## config.mk

```make
export PLATFORM = sky130hd
export DESIGN_NAME = fp_mul_issue_ctrl
export DESIGN_NICKNAME = d
export VERILOG_FILES = /design/src/rtl/fp_mul_pkg.sv /design/src/rtl/fp_result_fifo.sv /design/src/rtl/fp_mul_issue_ctrl.sv
export SDC_FILE = /design/constraint.sdc
export NUM_CORES = 1
export LEC_CHECK = 0
export CAP_MARGIN = 20
export CORE_MARGIN = 2
export CORE_UTILIZATION = 55
export DETAILED_ROUTE_END_ITERATION = 10
export PLACE_DENSITY = 0.82
export SYNTH_ARGS = -nofsm -noshare
export SYNTH_HDL_FRONTEND = slang
export SYNTH_HIERARCHICAL = 1
export SYNTH_SLANG_ARGS = --single-unit
```

## constraint.sdc

```tcl
create_clock -name clk -period 5.9 [get_ports clk]
set_input_delay 1.18 -clock clk [delete_from_list [all_inputs] [get_ports clk]]
set_output_delay 1.18 -clock clk [all_outputs]
set_load 0.05 [all_outputs]
```

## src/rtl/fp_mul_pkg.sv

```systemverilog
// Shared types and constants for the multiply issue controller.
// Holds the FSM encoding and the {valid, tag} in-flight pipeline entry.
package fp_mul_pkg;

    localparam int FP_W    = 32;
    localparam int TAG_MAX = 16;

    typedef enum logic [1:0] {
        ST_WARM  = 2'd0,
        ST_RUN   = 2'd1,
        ST_DRAIN = 2'd2
    } state_e;

    // The tag field is sized for the widest supported tag; narrower tags use the low bits.
    typedef struct packed {
        logic               valid;
        logic [TAG_MAX-1:0] tag;
    } pipe_entry_t;

    function automatic pipe_entry_t pipe_bubble();
        return '{valid: 1'b0, tag: '0};
    endfunction

endpackage

```

## src/rtl/fp_result_fifo.sv

```systemverilog
// First-word-fall-through result FIFO; head entry is visible combinationally.
// Pointers wrap naturally because DEPTH is a power of two.
module fp_result_fifo #(
    parameter int WIDTH = 36,
    parameter int DEPTH = 8
) (
    input  logic                   clk,
    input  logic                   rst,
    input  logic                   i_wr,
    input  logic [WIDTH-1:0]       i_wdata,
    input  logic                   i_rd,
    output logic [WIDTH-1:0]       o_rdata,
    output logic [$clog2(DEPTH):0] o_count,
    output logic                   o_full,
    output logic                   o_empty
);

    localparam int AW = $clog2(DEPTH);

    logic [WIDTH-1:0] r_mem [DEPTH];
    logic [AW-1:0]    r_wr_ptr;
    logic [AW-1:0]    r_rd_ptr;
    logic [AW:0]      r_count;
    logic             w_do_wr;
    logic             w_do_rd;

    assign o_full  = (r_count == (AW+1)'(DEPTH));
    assign o_empty = (r_count == '0);
    assign o_count = r_count;
    assign o_rdata = r_mem[r_rd_ptr];

    assign w_do_rd = i_rd && !o_empty;
    assign w_do_wr = i_wr && (!o_full || w_do_rd);

    always_ff @(posedge clk or negedge rst) begin
        if (!rst) begin
            for (int i = 0; i < DEPTH; i++) r_mem[i] <= '0;
        end else if (w_do_wr) begin
            r_mem[r_wr_ptr] <= i_wdata;
        end
    end

    always_ff @(posedge clk or negedge rst) begin
        if (!rst) begin
            r_wr_ptr <= '0;
            r_rd_ptr <= '0;
            r_count  <= '0;
        end else begin
            if (w_do_wr) r_wr_ptr <= r_wr_ptr + AW'(1);
            if (w_do_rd) r_rd_ptr <= r_rd_ptr + AW'(1);
            case ({w_do_wr, w_do_rd})
                2'b10:   r_count <= r_count + (AW+1)'(1);
                2'b01:   r_count <= r_count - (AW+1)'(1);
                default: r_count <= r_count;
            endcase
        end
    end

endmodule

```

## src/rtl/fp_mul_issue_ctrl.sv

```systemverilog
// Issue/collect controller for a fixed-latency FP multiplier with credit-protected result FIFO.
// Optional FP_MUL_STATS_EN adds 32-bit issued/done handshake counters.
module fp_mul_issue_ctrl
    import fp_mul_pkg::*;
#(
    parameter int LATENCY    = 6,
    parameter int FIFO_DEPTH = 8,
    parameter int TAG_W      = 4
) (
    input  logic             clk,
    input  logic             rst,
    input  logic             in_valid,
    output logic             in_ready,
    input  logic [FP_W-1:0]  in_a,
    input  logic [FP_W-1:0]  in_b,
    input  logic [TAG_W-1:0] in_tag,
    output logic             out_valid,
    input  logic             out_ready,
    output logic [FP_W-1:0]  out_result,
    output logic [TAG_W-1:0] out_tag,
    input  logic             flush,
    output logic             flush_done,
    output logic [FP_W-1:0]  mul_a,
    output logic [FP_W-1:0]  mul_b,
    output logic             mul_ce,
    input  logic [FP_W-1:0]  mul_result
`ifdef FP_MUL_STATS_EN
    ,
    output logic [31:0]      stat_issued,
    output logic [31:0]      stat_done
`endif
);

    localparam int CNT_W  = $clog2(LATENCY + FIFO_DEPTH + 1);
    localparam int WCNT_W = $clog2(LATENCY);
    localparam int FCNT_W = $clog2(FIFO_DEPTH) + 1;
    localparam logic [WCNT_W-1:0] WARM_LAST = WCNT_W'(LATENCY - 1);

    state_e              r_state;
    logic [WCNT_W-1:0]   r_warm_cnt;
    logic [CNT_W-1:0]    r_inflight;
    pipe_entry_t         r_pipe [LATENCY];
    logic [FP_W-1:0]     r_mul_a;
    logic [FP_W-1:0]     r_mul_b;
    logic                r_mul_ce;
    logic                r_flush_done;

    logic [TAG_MAX-1:0]      w_tag_ext;
    logic [CNT_W-1:0]        w_outstanding;
    logic                    w_in_ready;
    logic                    w_accept;
    logic                    w_wr;
    logic                    w_out_fire;
    logic [FCNT_W-1:0]       w_fifo_count;
    logic                    w_fifo_full;
    logic                    w_fifo_empty;
    logic [FP_W+TAG_W-1:0]   w_fifo_rdata;

    always_comb begin
        w_tag_ext            = '0;
        w_tag_ext[TAG_W-1:0] = in_tag;
    end

    // Everything accepted but not yet handed downstream must fit in the FIFO.
    assign w_outstanding = r_inflight + CNT_W'(w_fifo_count);
    assign w_in_ready    = (r_state == ST_RUN) && !flush
                           && (w_outstanding < CNT_W'(FIFO_DEPTH));
    assign w_accept      = in_valid && w_in_ready;
    assign w_wr          = r_pipe[LATENCY-1].valid;
    assign w_out_fire    = !w_fifo_empty && out_ready;

    assign in_ready   = w_in_ready;
    assign out_valid  = !w_fifo_empty;
    assign out_result = w_fifo_rdata[FP_W+TAG_W-1:TAG_W];
    assign out_tag    = w_fifo_rdata[TAG_W-1:0];
    assign mul_a      = r_mul_a;
    assign mul_b      = r_mul_b;
    assign mul_ce     = r_mul_ce;
    assign flush_done = r_flush_done;

    always_ff @(posedge clk or negedge rst) begin
        if (!rst) begin
            r_state      <= ST_WARM;
            r_warm_cnt   <= '0;
            r_mul_ce     <= 1'b0;
            r_flush_done <= 1'b0;
            r_mul_a      <= '0;
            r_mul_b      <= '0;
        end else begin
            r_flush_done <= 1'b0;
            case (r_state)
                ST_WARM: begin
                    if (r_warm_cnt == WARM_LAST) begin
                        r_state  <= ST_RUN;
                        r_mul_ce <= 1'b1;
                    end else begin
                        r_warm_cnt <= r_warm_cnt + WCNT_W'(1);
                    end
                end
                ST_RUN: begin
                    if (flush) begin
                        r_state <= ST_DRAIN;
                    end else if (w_accept) begin
                        r_mul_a <= in_a;
                        r_mul_b <= in_b;
                    end
                end
                ST_DRAIN: begin
                    if (r_inflight == '0 && w_fifo_empty) begin
                        r_flush_done <= 1'b1;
                        r_state      <= ST_RUN;
                    end
                end
                default: r_state <= ST_WARM;
            endcase
        end
    end

    always_ff @(posedge clk or negedge rst) begin
        if (!rst) begin
            for (int i = 0; i < LATENCY; i++) r_pipe[i] <= pipe_bubble();
        end else begin
            r_pipe[0] <= w_accept ? '{valid: 1'b1, tag: w_tag_ext} : pipe_bubble();
            for (int i = 1; i < LATENCY; i++) r_pipe[i] <= r_pipe[i-1];
        end
    end

    always_ff @(posedge clk or negedge rst) begin
        if (!rst) begin
            r_inflight <= '0;
        end else begin
            case ({w_accept, w_wr})
                2'b10:   r_inflight <= r_inflight + CNT_W'(1);
                2'b01:   r_inflight <= r_inflight - CNT_W'(1);
                default: r_inflight <= r_inflight;
            endcase
        end
    end

    fp_result_fifo #(
        .WIDTH (FP_W + TAG_W),
        .DEPTH (FIFO_DEPTH)
    ) u_fifo (
        .clk     (clk),
        .rst     (rst),
        .i_wr    (w_wr),
        .i_wdata ({mul_result, r_pipe[LATENCY-1].tag[TAG_W-1:0]}),
        .i_rd    (w_out_fire),
        .o_rdata (w_fifo_rdata),
        .o_count (w_fifo_count),
        .o_full  (w_fifo_full),
        .o_empty (w_fifo_empty)
    );

    // A write into a full FIFO would silently lose a product.
    assert property (@(posedge clk) disable iff (!rst) !(w_wr && w_fifo_full && !w_out_fire));

`ifdef FP_MUL_STATS_EN
    logic [31:0] r_stat_issued;
    logic [31:0] r_stat_done;

    always_ff @(posedge clk or negedge rst) begin
        if (!rst) begin
            r_stat_issued <= '0;
            r_stat_done   <= '0;
        end else begin
            if (w_accept)   r_stat_issued <= r_stat_issued + 32'd1;
            if (w_out_fire) r_stat_done   <= r_stat_done + 32'd1;
        end
    end

    assign stat_issued = r_stat_issued;
    assign stat_done   = r_stat_done;
`endif

endmodule

```

# After elaboration in Yosys (flattened, before gate mapping)
# Cells that the tools add are included.
# op_classes
add_sub_neg	8
order_cmp	4
n_eq_ne	11
mux	15
n_bitwise	4
reduce_logical	21
# ops
cell	count
288-bit bitwise mux	1
36-bit binary-select mux with 3-bit select	1
36-bit demux with 3-bit select	1
36-bit 2-to-1 mux	3
17-bit 2-to-1 mux	1
4-bit case mux with 2 select lines	2
3-bit by 1-bit adder with 3-bit output (second input constant)	3
4-bit by 1-bit adder with 4-bit output (second input constant)	2
4-bit greater-or-equal comparator (second input constant)	2
1-bit logical AND	8
4-bit zero test	2
3-bit inverter with 4-bit output	2
4-bit by 1-bit subtractor with 4-bit output (second input constant)	2
2-bit by 1-bit equality test with 1-bit output (second input constant)	3
2-bit equality test (second input constant)	3
2-bit 2-to-1 mux	3
2-bit inequality test (second input constant)	3
2-bit case mux with 3 select lines	1
3-bit AND reduction	2
4-bit adder	1
4-bit equality test (second input constant)	1
4-bit by 1-bit < comparator with 1-bit output (second input constant)	1
4-bit < comparator (second input constant)	1
2-bit AND reduction	2
other kinds (7)	12
# totals
reg_bits	403
inputBits	105
out_inout_bits	104
word_cells	93

# Logic depth before layout (Yosys ltp)
# depth
word_depth	8
ltp_mapped	11
mapped_depth_nobuf	10

# Hierarchy
# The synthesis kept the hierarchy.
# modules_own_cells
mod	n_inst	cells_per_inst	area_per_inst_um2	seq_area_each_um2
fp_result_fifo	1	800	13696.9	7457.2
fp_mul_issue_ctrl	1	246	4191.5	2627.5

# Least setup slack after synthesis
# OpenSTA, ideal clock, no wires.
# synth_timing
path_kind	input to register
startpoint	in out_ready
endpoint	reg u_fifo.r_count[3] (netlist: u_fifo/o_count[3])
setup_ps	134
arrival_ps	3471
required_ps	5766
slack_ps	2295
cell_stages	8
path_buffers	1
path_cell_list	nor2b_1 -> buf_2 -> o21ai_0 -> ha_1 -> ha_1 -> or4b_2 -> o311ai_0 -> o211ai_1
# synth_between
elab_chain_cells	6
# synth_rtl
element	line_no	source
start, declared	fp_mul_issue_ctrl.sv:18	input logic out_ready,
1-bit logical AND *	fp_mul_issue_ctrl.sv:70	assign w_out_fire = !w_fifo_empty && out_ready;
1-bit logical AND *	fp_result_fifo.sv:32	assign w_do_rd = i_rd && !o_empty;
1-bit logical OR	fp_result_fifo.sv:33	assign w_do_wr = i_wr && (!o_full || w_do_rd);
1-bit logical AND	fp_result_fifo.sv:33	
2-bit by 1-bit equality test with 1-bit output or 2-bit equality test (tied branches)	fp_result_fifo.sv:51	case ({w_do_wr, w_do_rd})
4-bit case mux with 2 select lines or 2-bit nonzero test (tied branches)	--	
end signal, assigned	fp_result_fifo.sv:52	2'b10: r_count <= r_count + (AW+1)'(1);
end signal, assigned	fp_result_fifo.sv:53	2'b01: r_count <= r_count - (AW+1)'(1);
end signal, assigned	fp_result_fifo.sv:54	default: r_count <= r_count;
end, declared	fp_result_fifo.sv:23	logic [AW:0] r_count;
# Mark *: on every way between the ends. The rest lies on a longest branch, timed or not.
# A chain may end at the register's enable or synchronous reset.

# Final worst setup path
# layout_timing
startpoint	reg u_fifo.r_rd_ptr[1]
endpoint	out out_result[21]
# layout_between
elab_chain_cells	4
# layout_rtl
element	line_no	source
start, declared	fp_result_fifo.sv:22	logic [AW-1:0] r_rd_ptr;
start signal, assigned	fp_result_fifo.sv:50	if (w_do_rd) r_rd_ptr <= r_rd_ptr + AW'(1);
3-bit inverter with 4-bit output (not written as such)	fp_result_fifo.sv:30	assign o_rdata = r_mem[r_rd_ptr];
36-bit binary-select mux with 3-bit select	fp_result_fifo.sv:30	
36-bit 2-to-1 mux (not written as such) (2 in series)	fp_result_fifo.sv:30	
end, declared	fp_mul_issue_ctrl.sv:19	output logic [FP_W-1:0] out_result,
# Every way passes these cells. The select of a mux whose other input is x is not followed.

==> run metrics <==
Vias 9682; htree depth 2; Worst slew margin 26.11%; Detailed Route Iter0 Violations 411; RSZ-0062 raised after global routing no; IO Count 209; pwr dens 505.6 mW/mm^2; Max VDD drop 0.4305 mV; Cell Area, Synth 0.01788 sq mm; Clk pin slew, worst setup/hold paths 0.06 ns; final period utilization 77.73%; CTS tree done; final net count 1377; post-CTS setup buffers 0; Remaining Overflow, GRT 0; die height 184.3 um; Die W 184.3 um; Setup crit start kind register; Layout fillers 2163; switching power 3.832 mW; Final ANT Viol Nets 0; port bufs 208; Synth Area per Inst 17.11 sq um; DP HPWL 22.03 mm; Die ar. 0.03398 sq mm; part of the power in registers 36.7%; CTS Buffer Depth 3; Rows 66; internal power 7.125 mW; vias in the first global route 10.67k; Root Buffer clkbuf_16; FMAX 218.1 MHz; Crit. End Element output port; combinational fraction of design power 38.5%; setup TNS 0 ns; Mapped Nets 1164; vias per cell 5.590; Core ar. 0.03229 sq mm; hold_buf cts 0; area grow syn2layout 21.18%; pin count of the biggest net entering global routing 117; antenna violations before repair 2; post_cts resized 0; initial core utilization 55.39%; status completed; global-route wire length before repair 58.62 mm; CTS Buf Count 43; min-delay worst type register to register; max-cap viol count 0; Leakage 10.36 nW; Max Slew Vio Count 0; cells after synthesis 1045; total power 10.96 mW; final WL 36.23 mm; CP Class register to output port; setup slack, reg-to-reg 2.46 ns; Total GRT Usage 22.23%; Clock Power Share 24.7%; gpl congestion 0.7611; wire per inst 20.92 um; clock latency on the worst-skew pair 0.52 ns; Tmin final 4.586 ns; actual slew at the worst max-slew pin 1.103 ns; # DRC 0; final hold violations 0; final setup violation count 0; share of layout cells above drive strength 1 42.67%; clock sink count 403; clk_skew 0.01269 ns; drt first pass iters 4; WP data required 4.72 ns; Net Sw Frac 34.97%; Synthesis Warnings 6; CP Max Fanout 35; Worst EP arrival 3.41 ns
==> placed cells by master, fill, tap and decap left out, drive strengths merged, types with 4 or more instances in the layout <==
| cell | n |
|---|---|
| clkdlybuf4s50 | 207 |
| buf | 19 |
| nor2 | 7 |
| ha | 12 |
| nor2b | 6 |
| a21oi | 5 |
| inv | 18 |
| o211ai | 5 |
| xnor2 | 8 |
| o2111ai | 4 |
| mux4 | 72 |
| clkbuf | 70 |
| mux2 | 390 |
| o21ai | 7 |
| nand2 | 11 |
| dfrtp | 403 |
| nor3b | 4 |
==> path summary, 6_finish.rpt <==
| kind | start | cells past startpoint | end |
|---|---|---|---|
| hold / removal | r_pipe[35] | 0 | r_pipe[18] |
| hold reg to reg | r_pipe[35] | 0 | r_pipe[18] |
| min in group asynchronous | rst | 1 | u_fifo/r_mem[117] |
| setup / recovery | u_fifo/r_rd_ptr[1] | 4 | out_result[21] |
| setup reg to reg | u_fifo/o_count[0] | 9 | u_fifo/o_count[3] |
| max in group asynchronous | rst | 2 | mul_a[6] |
==> power groups by stage <==
stage	sequential, mW	combinational (mW)	clock [mW]
6_report	4.02	4.22	2.71
3_5_place_dp	4.04	4.26	0
3_3_place_gp	4.03	4.18	0
5_1_grt	4.12	4.47	2.89
2_1_floorplan	4.57	2.47	0
4_1_cts	4.03	4.27	2.78
==> registers in the layout, indices dropped and copies added (netlist names) <==
register and count:
u_fifo/r_mem 288, mul_a 32, mul_b 32, r_pipe 29
r_inflight 4, u_fifo/o_count 4, r_warm_cnt 3, u_fifo/r_rd_ptr 3
u_fifo/r_wr_ptr 3, r_state 2, flush_done 1, mul_ce 1
w_wr 1
==> routing by layer <==
| layer | track usage [%] | up-vias | wire (um) |
|---|---|---|---|
| met5 | 0 | - | 13 |
| met4 | 5.216 | 2 | 597 |
| met3 | 5.276 | 46 | 2226 |
| met2 | 36.47 | 253 | 17620 |
| met1 | 30.32 | 5091 | 15770 |
| li1 | - | 4290 | - |
==> through the flow <==
| stage | setup slack [ns] | hold WS [ns] | cells | utilization, % | cell area (sq um) |
|---|---|---|---|---|---|
| 2_1_floorplan | 2.295 | 0.3312 | 1045 | - | 17880 |
| 3_3_place_gp | 1.874 | 0.3313 | 1655 | 62.63 | 20220 |
| 3_5_place_dp | 1.745 | 0.3347 | 1655 | 62.63 | 20220 |
| 4_1_cts | 1.282 | 0.3461 | 1731 | 67.11 | 21670 |
| 5_1_grt | 1.149 | 0.3502 | 1732 | 67.12 | 21670 |
| 6_report | 1.314 | 0.3449 | 1732 | 67.12 | 21670 |
==> layout make-up <==
type	count	area, sq um	share of cell area, %
clock inverter	6	108.9	0.5023
sequential	403	10090	46.56
antenna	1	2.502	0.01155
clock buffer	70	1340	6.183
multi-input combinational	567	7253	33.47
tap	442	553.0	2.552
inverter	17	63.81	0.2944
timing repair buffer	226	2260	10.43
==> critical path, cell delays in order, from the launching register on <==
cell and delay (ns):
dfrtp_2 0.98, buf_4 0.50, mux4_2 0.37, mux2_2 0.31, clkdlybuf4s50_1 0.71
No activity file was read; power rests on OpenSTA's default activity.
